$ cat config.mk
export PLATFORM = sky130hd
export DESIGN_NAME = ser_nto1_cell
export DESIGN_NICKNAME = d
export VERILOG_FILES = /design/src/rtl/ser_pkg.sv /design/src/rtl/ser_nto1_cell_prbs.sv /design/src/rtl/ser_nto1_cell.sv
export SDC_FILE = /design/constraint.sdc
export NUM_CORES = 1
export LEC_CHECK = 0
export ABC_AREA = 0
export BUFFER_PORTS_ARGS = -buffer_cell sky130_fd_sc_hd__buf_2
export CORE_MARGIN = 5
export CORE_UTILIZATION = 44
export CTS_CLUSTER_SIZE = 12
export DETAILED_ROUTE_END_ITERATION = 16
export PLACE_DENSITY = 0.66
export SYNTH_ARGS = -nofsm -noshare
export SYNTH_HDL_FRONTEND = slang
export SYNTH_SLANG_ARGS = --single-unit
$ cat constraint.sdc
create_clock -name CP -period 4.6 [get_ports CP]
set_input_delay 0.92 -clock CP [delete_from_list [all_inputs] [get_ports CP]]
set_output_delay 0.92 -clock CP [all_outputs]
set_load 0.02 [all_outputs]
$ cat src/rtl/ser_pkg.sv
// Shared constants for the N:1 serializer cell: default idle word,
// PRBS7 taps and seed, and the legal WIDTH range check.
package ser_pkg;

  localparam logic [63:0] IDLE_WORD_DEF = 64'h1E1E5;

  localparam int PRBS_TAP_HI = 6;
  localparam int PRBS_TAP_LO = 5;
  localparam logic [6:0] PRBS_SEED = 7'h7F;

  function automatic bit width_ok(int w);
    return (w >= 2) && (w <= 64);
  endfunction

endpackage

$ cat src/rtl/ser_nto1_cell_prbs.sv
// PRBS7 generator, x^7+x^6+1, seeded to all ones on reset.
// Advances one step on every enabled CP edge.
module prbs7_gen
  import ser_pkg::*;
(
  input  logic CP,
  input  logic CDN,
  input  logic EN,
  output logic Q
);

  logic [6:0] lfsr_q;
  logic [6:0] lfsr_d;

  always_comb begin
    lfsr_d = lfsr_q;
    if (EN) begin
      lfsr_d = {lfsr_q[5:0],
                lfsr_q[PRBS_TAP_HI] ^ lfsr_q[PRBS_TAP_LO]};
    end
  end

  always_ff @(posedge CP or negedge CDN) begin
    if (!CDN) lfsr_q <= PRBS_SEED;
    else      lfsr_q <= lfsr_d;
  end

  assign Q = lfsr_q[6];

endmodule

$ cat src/rtl/ser_nto1_cell.sv
// N:1 serializer with shadow register and idle-word insertion.
// Optional PRBS7 test output compiled in with SER_NTO1_PRBS_EN.
module ser_nto1_cell
  import ser_pkg::*;
#(
  parameter int               WIDTH     = 20,
  parameter bit               MSB_FIRST = 1'b1,
  parameter logic [WIDTH-1:0] IDLE_WORD = WIDTH'(IDLE_WORD_DEF)
) (
  input  logic             CP,
  input  logic             CDN,
  input  logic             EN,
  input  logic [WIDTH-1:0] D,
  input  logic             VALID,
  output logic             READY,
  input  logic             CLR_UNDERFLOW,
  input  logic             TEST_PRBS,
  output logic             Q,
  output logic             FRAME,
  output logic             UNDERFLOW
);

  localparam int CW = $clog2(WIDTH);
  localparam logic [CW-1:0] CNT_MAX = CW'(WIDTH - 1);
  localparam bit WIDTH_LEGAL = width_ok(WIDTH);

  if (!WIDTH_LEGAL) begin : g_width_illegal
    $error("ser_nto1_cell: WIDTH must be 2..64");
  end

  logic [WIDTH-1:0] sr_q, sr_d;
  logic [WIDTH-1:0] sh_q, sh_d;
  logic [CW-1:0]    cnt_q, cnt_d;
  logic             shf_q, shf_d;
  logic             frame_q, frame_d;
  logic             und_q, und_d;
  logic             bnd;
  logic             xfer;
  logic             und_set;
  logic             q_sr;

  assign bnd     = EN & (cnt_q == CNT_MAX);
  assign READY   = ~shf_q | bnd;
  assign xfer    = VALID & READY;
  assign und_set = bnd & ~shf_q;
  assign q_sr    = MSB_FIRST ? sr_q[WIDTH-1] : sr_q[0];

  always_comb begin
    sr_d    = sr_q;
    cnt_d   = cnt_q;
    frame_d = frame_q;
    if (EN) begin
      cnt_d   = bnd ? '0 : cnt_q + CW'(1);
      frame_d = bnd;
      if (!bnd) begin
        sr_d = MSB_FIRST ? (sr_q << 1) : (sr_q >> 1);
      end else if (shf_q) begin
        sr_d = sh_q;
      end else begin
        sr_d = IDLE_WORD;
      end
    end
  end

  // A refill on the same edge that drains the shadow keeps it full.
  always_comb begin
    sh_d  = sh_q;
    shf_d = shf_q;
    if (xfer) begin
      sh_d  = D;
      shf_d = 1'b1;
    end else if (bnd) begin
      shf_d = 1'b0;
    end
  end

  always_comb begin
    und_d = und_q;
    if (und_set)            und_d = 1'b1;
    else if (CLR_UNDERFLOW) und_d = 1'b0;
  end

  always_ff @(posedge CP or negedge CDN) begin
    if (!CDN) begin
      sr_q    <= '0;
      sh_q    <= '0;
      cnt_q   <= '0;
      shf_q   <= 1'b0;
      frame_q <= 1'b0;
      und_q   <= 1'b0;
    end else begin
      sr_q    <= sr_d;
      sh_q    <= sh_d;
      cnt_q   <= cnt_d;
      shf_q   <= shf_d;
      frame_q <= frame_d;
      und_q   <= und_d;
    end
  end

  assign UNDERFLOW = und_q;

`ifdef SER_NTO1_PRBS_EN
  logic prbs_bit;

  prbs7_gen u_prbs (
    .CP  (CP),
    .CDN (CDN),
    .EN  (EN),
    .Q   (prbs_bit)
  );

  assign Q     = TEST_PRBS ? prbs_bit : q_sr;
  assign FRAME = frame_q & ~TEST_PRBS;
`else
  logic unused_test_prbs;
  assign unused_test_prbs = TEST_PRBS;

  assign Q     = q_sr;
  assign FRAME = frame_q;
`endif

endmodule
# After elaboration in Yosys (flattened, before gate mapping)

Index checks and enable logic that the tools add are counted.

Register bits after elaboration: 48
Input bits: 26
Output and inout port bits: 4
Logic and storage cells: 22

Add/subtract/negate cells: 1
Equal/unequal tests: 1
Mux-type cells: 7
Bitwise operators: 5
Reductions and logical operators: 2

Operator list:

| cell                                        | count |
|---|---|
| two-way mux 20 bit                          | 2 |
| adder 5 x 1 -> 5 bit, second input constant | 1 |
| == test 5 bit, second input constant        | 1 |
| two-way mux 5 bit                           | 1 |
| two-way mux 1 bit                           | 4 |
| nonzero test 2 bit                          | 2 |
| AND 1 bit                                   | 3 |
| inverter 1 bit                              | 1 |
| OR 1 bit                                    | 1 |

# Logic depth before layout (Yosys ltp)

Gate-level depths: netlist (run 1).

Depth in word-level cells: 5
Mapped depth: 6
Mapped depth without buffers: 4

# Worst setup path after synthesis (run 1)

OpenSTA, ideal clock, no wires.

Path kind: in2out
From: input EN
To: output READY
Data arrival time: 1.433 ns
Setup slack: 2.247 ns
Stages: 4
Path buffers: 1
Cells stage by stage: and2_4 -> buf_6 -> nand2_1 -> nand2_1

Cells in the longest elaborated chain, start to end: 2

RTL lines:

| what            | line                | text |
|---|---|---|
| start, declared | ser_nto1_cell.sv:12 | `input logic EN,` |
| AND 1 bit       | ser_nto1_cell.sv:42 | `assign bnd = EN & (cnt_q == CNT_MAX);` |
| OR 1 bit        | ser_nto1_cell.sv:43 | `assign READY = ~shf_q \| bnd;` |
| end, declared   | ser_nto1_cell.sv:15 | `output logic READY,` |

Every way passes these cells.

# Worst setup path in the final report (run 1)

Same ends and word-level chain as after synthesis.

==> metrics, run 1 <==
top-area cell type share of the netlist area=55.6%; Die X=80.1 um; top cells by area, synth=dfrtp_1, mux2_4, a221o_1; crit start category=input pin; worst slew pin tran=1.04 ns; DR vias/cell=5.35; final period utilization=63.2%; CTS tree=done; register bit total from synthesis=48; area grow syn2layout=13.3%; top cell type by total area after synthesis=dfrtp_1; PwrDens=602 mW/mm^2; detailed-route wire length=4.01 mm; commonest register cell after synthesis=dfrtp_1; RSZ-0062 raised after global routing=false; Initial Utilization=45.5%; Worst EP arrival=1.99 ns; post-DR wirelength/cell=16.1 um; initial antenna violation count=0; I/O pin cnt=30; Commonest cells post-synth=dfrtp_1, mux2_4, a221o_1, nor2b_1, nand2b_1; post-layout util=51.5%; Setup-failing EPs final=0; drt pass-1 iters=4; Sw Ratio=27.9%; gp weighted congestion=0.727; TritonCTS Buffers=5; post-CTS setup buffers=0; post-synthesis cell type count=29; Remaining DRCs=0; PortBufs=28; largest net degree at the start of global routing=49; antenna viol nets, final=0; via count of the first global-routing pass=1480; Max Clk Rate=344 MHz; layout cells sized above 1=34.1%; CP Class=in2out; hold slack=0.500 ns; Psw=0.411 mW; dpl hpwl=2.55 mm; Total Power=1.47 mW; sequential fraction of the synthesis area=55.6%; num rows=25; Max Cap Viol=0; Synthesis Warnings=0; die height=80.1 um; Critical Path RT=3.68 ns; via count=1332; Clock Skew=0.00661 ns; Comb pwr share=29.3%; synthesized area per cell=13.9 sq um; status=completed; global route overflow=0; FFs w/ async S/R, synth=100%; H-tree levels=2; final count of hold timing violations=0; Cells after Synth=155; Final nets=208; CTS Buffer Depth=2; EDFF count, synth=0; Post-Syn Nets=182; Slew headroom=30.6%; leakage power=1.18 nW; Worst setup EP type=output pin; CTS Sinks=48; final slew viol count=0; internal power=1.06 mW; Clock transition at path regs=0.09 ns; Flop pwr share=48.5%; CP max FO=27; Post-CTS Resized=0; Hold Buf Count CTS=0; cell with the most instances after synthesis=dfrtp_1; worst vdd ir=220 uV; Tmin final=2.91 ns; GRT Util Overall=14.0%; Clk Latency, worst-skew pair=0.30 ns; Setup TNS Final=0 ns; # diodes=0; DRT iter0 DRCs=57; CTS root buffer=clkbuf_8; Clk pwr share=22.3%; synthesized area=0.00216 sq mm; die area=0.00642 sq mm; first-pass GRT wire length=6.96 mm; Hold Path Class=reg2reg; Core ar.=0.00475 sq mm
## worst max-delay path, stage by stage
cell     delay (ns)
buf_2          0.40
and2_4         0.27
nand2_1        0.13
nand2_1        0.10
buf_2          0.17
## worst paths after layout
kind / startpoint / to / slack [ns] / cells after the start
worst min register to register: sr_q[7] / sr_q[8] / 0.50 / 1
worst max register to register: cnt_q[3] / sh_q[7] / 2.84 / 3
max in group asynchronous: CDN / sh_q[17] / 3.16 / 1
worst min-delay path: sr_q[7] / sr_q[8] / 0.50 / 1
worst max-delay path: EN / READY / 1.69 / 5
min in group asynchronous: CDN / sr_q[11] / 0.80 / 1
## sequential cells by signal (all words and copies together) (netlist names)
signal	count
sh_q	20
sr_q	20
FRAME	1
UNDERFLOW	1
shf_q	1
cnt_q	5
## area by class of cell
type                       count  area (sq um)
sequential                    48          1200
clock inverter                 1          30.0
multi-input combinational     93           880
fill                         439          2300
inverter                       5          18.8
timing repair buffer          28           140
tap                           67          83.8
clock buffer                   7          96.3
## logic make-up (layout without fill, tap and decap cells)
logic type / after synthesis / after routing / share of synthesized area (%)
multiplexers: 23 / 23 / 15.4
XOR/XNOR: 1 / 1 / 0.405
adder cells (fa/ha/maj): 1 / 1 / 0.579
AND/OR/NAND/NOR: 38 / 38 / 11.7
flip-flops: 48 / 48 / 55.6
AO/OA/AOI/OAI: 30 / 30 / 12.6
buffers and inverters: 14 / 41 / 3.76
## layout by cell type, fill, tap and decap left out, types with 2 or more instances in the layout
cell	synthesis	final
inv_1	5	5
mux2_2	2	2
a221o_1	19	19
buf_2	2	28
nand2b_1	9	9
nand2_1	2	2
nor2b_1	19	19
mux2_4	20	20
o21ai_0	4	4
dfrtp_1	48	48
o22ai_1	2	2
and2b_1	2	2
clkbuf_8	0	7
## per-layer routing
layer / part of all wire (%) / track usage [%] / wire (um) / vias to the layer above
met2: 45 / 21.4 / 1820 / 32
met3: 4.5 / 3.92 / 179 / 7
li1: - / - / - / 613
met1: 49 / 19.0 / 1960 / 680
met5: 0 / 0 / 0 / -
met4: 1.4 / 5.07 / 58 / 0
## power groups by stage
stage / clock network [mW] / registers, mW / logic (mW)
2_1_floorplan: 0 / 0.685 / 0.366
3_3_place_gp: 0 / 0.708 / 0.416
3_5_place_dp: 0 / 0.716 / 0.436
4_1_cts: 0.337 / 0.714 / 0.438
5_1_grt: 0.350 / 0.735 / 0.475
6_report: 0.329 / 0.714 / 0.431
## metrics by stage
| stage | setup WS [ns] | instance area [sq um] | std cells |
|---|---|---|---|
| 4_1_cts | 1.68 | 2450 | 249 |
| 6_report | 1.69 | 2450 | 249 |
| 2_1_floorplan | 2.25 | 2160 | 155 |
| 3_3_place_gp | 1.71 | 2320 | 241 |
| 3_5_place_dp | 1.68 | 2320 | 241 |
| 5_1_grt | 1.59 | 2450 | 249 |
No activity file was read; power rests on OpenSTA's default activity.
==> run 2: changes to the inputs <==
- PLACE_DENSITY: 0.66 -> 0.68
- clock period: 4.6 -> 2.5 ns (I/O delays scaled with it)
==> run 2 against run 1 <==
Against the previous run: worst hold slack worse by 0.33 ns; utilization down 0.13 points; clock power up 45%; global-route usage up 0.35 points; via count down 1.2%; clock skew down 0.0015 ns; die area unchanged; setup slack worse by 1.3 ns; register-to-register slack worse by 2.1 ns; sequential share of layout area up 0.13 points; largest power group unchanged.
==> metrics, run 2 (same netlist as run 1, synthesis figures left out) <==
Max Cap Viol=0; layout cells sized above 1=34.4%; commonest non-fill, non-tap cells in the layout=dfrtp_1, buf_2, mux2_4; Largest regs=sh_q x20, sr_q x20, cnt_q x5; PortBufs=28; Hold Buf Count CTS=0; internal power=1.83 mW; post-CTS setup buffers=0; H-tree levels=2; GRT Util Overall=14.4%; Placement Cell Area=0.00235 sq mm; final slew viol count=0; Die X=80.1 um; CTS Sinks=48; Final nets=212; TritonCTS Buffers=5; Sw Ratio=28.8%; Final WS setup=0.421 ns; setup slack on the worst flop-to-flop path=0.73 ns; num rows=25; Multi-input gate area=880 sq um; Flop pwr share=50.7%; leakage power=1.18 nW; Tmin final=2.08 ns; CTS root buffer=clkbuf_8; first-pass GRT wire length=7.08 mm; final count of hold timing violations=0; PwrDens=1050 mW/mm^2; Hold Path Class=in2async; design area=0.00244 sq mm; Clk pwr share=18.5%; Filler cells=428; Critical Path RT=2.00 ns; DRT iter0 DRCs=77; die area=0.00642 sq mm; Setup WS pre-CTS=0.727 ns; via count=1316; antenna viol nets, final=0; initial antenna violation count=0; Post-CTS Resized=0; crit start category=register; die height=80.1 um; DR vias/cell=5.20; Clk Latency, worst-skew pair=0.30 ns; Max Clk Rate=481 MHz; CTS tree=done; Comb pwr share=30.8%; post-DR wirelength/cell=15.9 um; CTS Buffer Depth=2; Worst EP arrival=1.58 ns; final period utilization=83.2%; Initial Utilization=45.5%; Slew headroom=65.0%; dpl hpwl=2.68 mm; Sequential Area=0.00120 sq mm; post-layout util=51.4%; I/O pin cnt=30; worst slew pin tran=0.524 ns; Psw=0.744 mW; hold slack=0.168 ns; RSZ-0062 raised after global routing=false; largest net degree at the start of global routing=27; gp weighted congestion=0.703; commonest non-fill, non-tap cell in the layout=dfrtp_1; status=completed; drt pass-1 iters=4; Core ar.=0.00475 sq mm; Setup TNS Final=0 ns; Clock transition at path regs=0.09 ns; # diodes=0; Setup-failing EPs final=0; Clock Skew=0.00514 ns; Remaining DRCs=0; worst vdd ir=472 uV; global route overflow=0; Worst setup EP type=output pin; detailed-route wire length=4.03 mm; CP Class=reg2out; CP max FO=6; via count of the first global-routing pass=1435; area grow syn2layout=13.0%
run 2: cell types whose count changed in the layout (fill, tap and decap cells not counted), sizes merged:
cell | before | now
clkbuf | 7 | 8
bufinv | 1 | 0
buf | 28 | 32
run 2: final timing paths:
check	startpoint	end	cells past startpoint
max in group asynchronous	CDN	cnt_q[2]	2
hold reg to reg	sr_q[2]	sr_q[3]	1
setup reg to reg	cnt_q[3]	sh_q[15]	3
setup / recovery	cnt_q[3]	READY	4
hold / removal	CDN	sh_q[17]	1
min in group CP	CLR_UNDERFLOW	UNDERFLOW	2
run 2: cell type report:
class / count / share of cell area [%]
inverter: 5 / 0.768
sequential: 48 / 49.2
timing repair buffer: 32 / 6.96
tap: 67 / 3.43
multi-input combinational: 93 / 36.0
clock buffer: 8 / 3.69
run 2: per-layer routing:
layer	vias to the layer above	routed length (um)	track usage, %
met5	-	0	0
met4	0	72	6.08
met3	8	229	4.26
met2	27	1840	21.7
met1	665	1890	19.2
li1	616	-	-
run 2: stage by stage:
step | power [mW] | std cells
after CTS | 2.60 | 253
after global placement | 2.07 | 245
final | 2.58 | 253
after detailed placement | 2.11 | 245
after floorplan | 1.93 | 155
after global routing | 2.76 | 253
run 2: power by group through the flow:
stage	logic (mW)	clock network, mW	registers [mW]
finish	0.795	0.476	1.31
global route	0.878	0.530	1.35
CTS	0.808	0.488	1.31
detailed placement	0.800	0	1.31
global placement	0.773	0	1.30
floorplan	0.673	0	1.26
run 2: worst max-delay path: stages (launching register included):
cell and delay (ns):
dfrtp_1 0.46, nor3b_4 0.37, nand2_1 0.19, nand2_1 0.10, buf_2 0.17
==> run 3: changes to the inputs <==
- ABC_AREA: 0 -> 1
- PLACE_DENSITY: 0.68 -> 0.66
- clock period: 2.5 -> 2 ns (I/O delays scaled with it)
==> run 3 against run 2 <==
Against the previous run: routed wire length increased by 12%; critical path depth increased by 2; clock skew increased by 0.0041 ns; setup slack got worse by 0.28 ns; register-to-register slack got worse by 0.26 ns; combinational power increased by 13%.
==> metrics, run 3 <==
Max Clk Rate=537 MHz; antenna viol nets, final=0; Initial Utilization=45.0%; Worst setup EP type=output pin; FFs w/ async S/R, synth=100%; Cells after Synth=291; register bit total from synthesis=48; top-area cell type share of the netlist area=52.5%; # diodes=0; Slew headroom=59.4%; DRT iter0 DRCs=133; gp weighted congestion=0.761; Core ar.=0.00507 sq mm; Clock Skew=0.00925 ns; Placement Cell Area=0.00248 sq mm; Critical Path RT=1.60 ns; met3 WL post-DR=193 um; commonest non-fill, non-tap cell in the layout=nand2_1; Commonest cells post-synth=nand2_1, nand3_1, dfrtp_1; commonest non-fill, non-tap cells in the layout=nand2_1, nand3_1, dfrtp_1; EDFF count, synth=0; post-synthesis cell type count=21; synthesized area per cell=7.86 sq um; post-DR wirelength/cell=11.7 um; sequential fraction of the synthesis area=52.5%; PortBufs=28; CP Class=reg2out; Largest regs=sh_q x20, sr_q x20, cnt_q x5; Remaining DRCs=0; CP max FO=23; Setup WS pre-CTS=0.372 ns; via count of the first global-routing pass=1691; hold slack=0.191 ns; Clk Latency, worst-skew pair=0.30 ns; I/O pin cnt=30; die area=0.00674 sq mm; Setup TNS Final=0 ns; via count=1835; drt pass-1 iters=4; leakage power=1.46 nW; Max Cap Viol=0; Hold Path Class=in2async; final count of hold timing violations=0; area grow syn2layout=13.4%; detailed-route wire length=4.53 mm; CTS tree=done; Setup-failing EPs final=0; global route overflow=0; post-layout util=51.1%; DR top layer=met4; first-pass GRT wire length=7.86 mm; initial antenna violation count=0; Tmin final=1.86 ns; worst slew pin tran=0.609 ns; DR vias/cell=4.74; PwrDens=1210 mW/mm^2; length of routed met2 wiring=2.07 mm; num rows=26; layout cells sized above 1=15.8%; Hold Buf Count CTS=0; Synthesis Warnings=0; CTS Sinks=48; CTS root buffer=clkbuf_8; WL met1=2.25 mm; H-tree levels=2; design area=0.00259 sq mm; commonest register cell after synthesis=dfrtp_1; CTS Buffer Depth=2; worst vdd ir=639 uV; Post-Syn Nets=318; Worst EP arrival=1.46 ns; largest net degree at the start of global routing=49; RSZ-0062 raised after global routing=false; dpl hpwl=2.99 mm; cell with the most instances after synthesis=nand2_1; synthesized area=0.00229 sq mm; TritonCTS Buffers=5; top cells by area, synth=dfrtp_1, nand2_1, nand3_1; crit start category=register; Die X=82.1 um; final period utilization=93.1%; status=completed; Final WS setup=0.137 ns; Clock transition at path regs=0.09 ns; final slew viol count=0; Final nets=343; GRT Util Overall=15.0%; top cell type by total area after synthesis=dfrtp_1; die height=82.1 um
[run 3: logic make-up after synthesis]
family | synth area share [%]
simple gates | 36.3
buf+inv | 8.76
fa+ha+maj | 0.547
flops | 52.5
compound gates | 1.42
xor+xnor | 0.383
[run 3: layout make-up]
type                            count  area [sq um]
Tap cell                           70          87.6
Multi-Input combinational cell    201           893
Clock buffer                        6          72.6
Sequential cell                    48          1200
Inverter                           24          90.1
Clock inverter                      2          35.0
Fill cell                         517          2480
Timing Repair Buffer               36           213
[run 3: repair_timing]
action                     CTS  global route
setup endpoints to repair    0             1
hold endpoints to repair     0             0
gates resized for setup      0             1
buffers inserted             0             0
[run 3: worst max-delay path, cell delays in order, from the launching register on]
cell	delay, ns
dfrtp_1	0.41
ha_1	0.21
nand2_2	0.10
nor2_4	0.05
nand2_4	0.09
nand2_8	0.11
buf_2	0.19
[run 3: power breakdown]
part | switching, mW | internal (mW) | total (mW)
clock | 0.317 | 0.371 | 0.689
combinational | 0.558 | 0.342 | 0.900
sequential | 0.227 | 1.32 | 1.55
[run 3: routing by layer]
| layer | up-vias | global-route usage, % |
|---|---|---|
| li1 | 957 | - |
| met1 | 840 | 21.2 |
| met2 | 36 | 23.3 |
| met3 | 2 | 3.18 |
| met4 | 0 | 3.99 |
| met5 | - | 0 |
[run 3: worst paths after layout]
path                                from   endpoint  slack [ns]  depth (start not counted)
max in group asynchronous            CDN    sr_q[9]        1.40                          2
min                                  CDN  UNDERFLOW        0.19                          2
max                             cnt_q[0]      READY        0.14                          6
min reg2reg                     cnt_q[4]   cnt_q[4]        0.46                          1
min in group CP            CLR_UNDERFLOW  UNDERFLOW        0.30                          2
max reg2reg                     cnt_q[0]   sh_q[19]        0.47                          8
[run 3: stage by stage]
stage	total power [mW]	std cells
6_report	3.14	387
5_1_grt	3.40	387
4_1_cts	3.16	387
3_5_place_dp	2.47	379
3_3_place_gp	2.43	379
2_1_floorplan	2.24	291
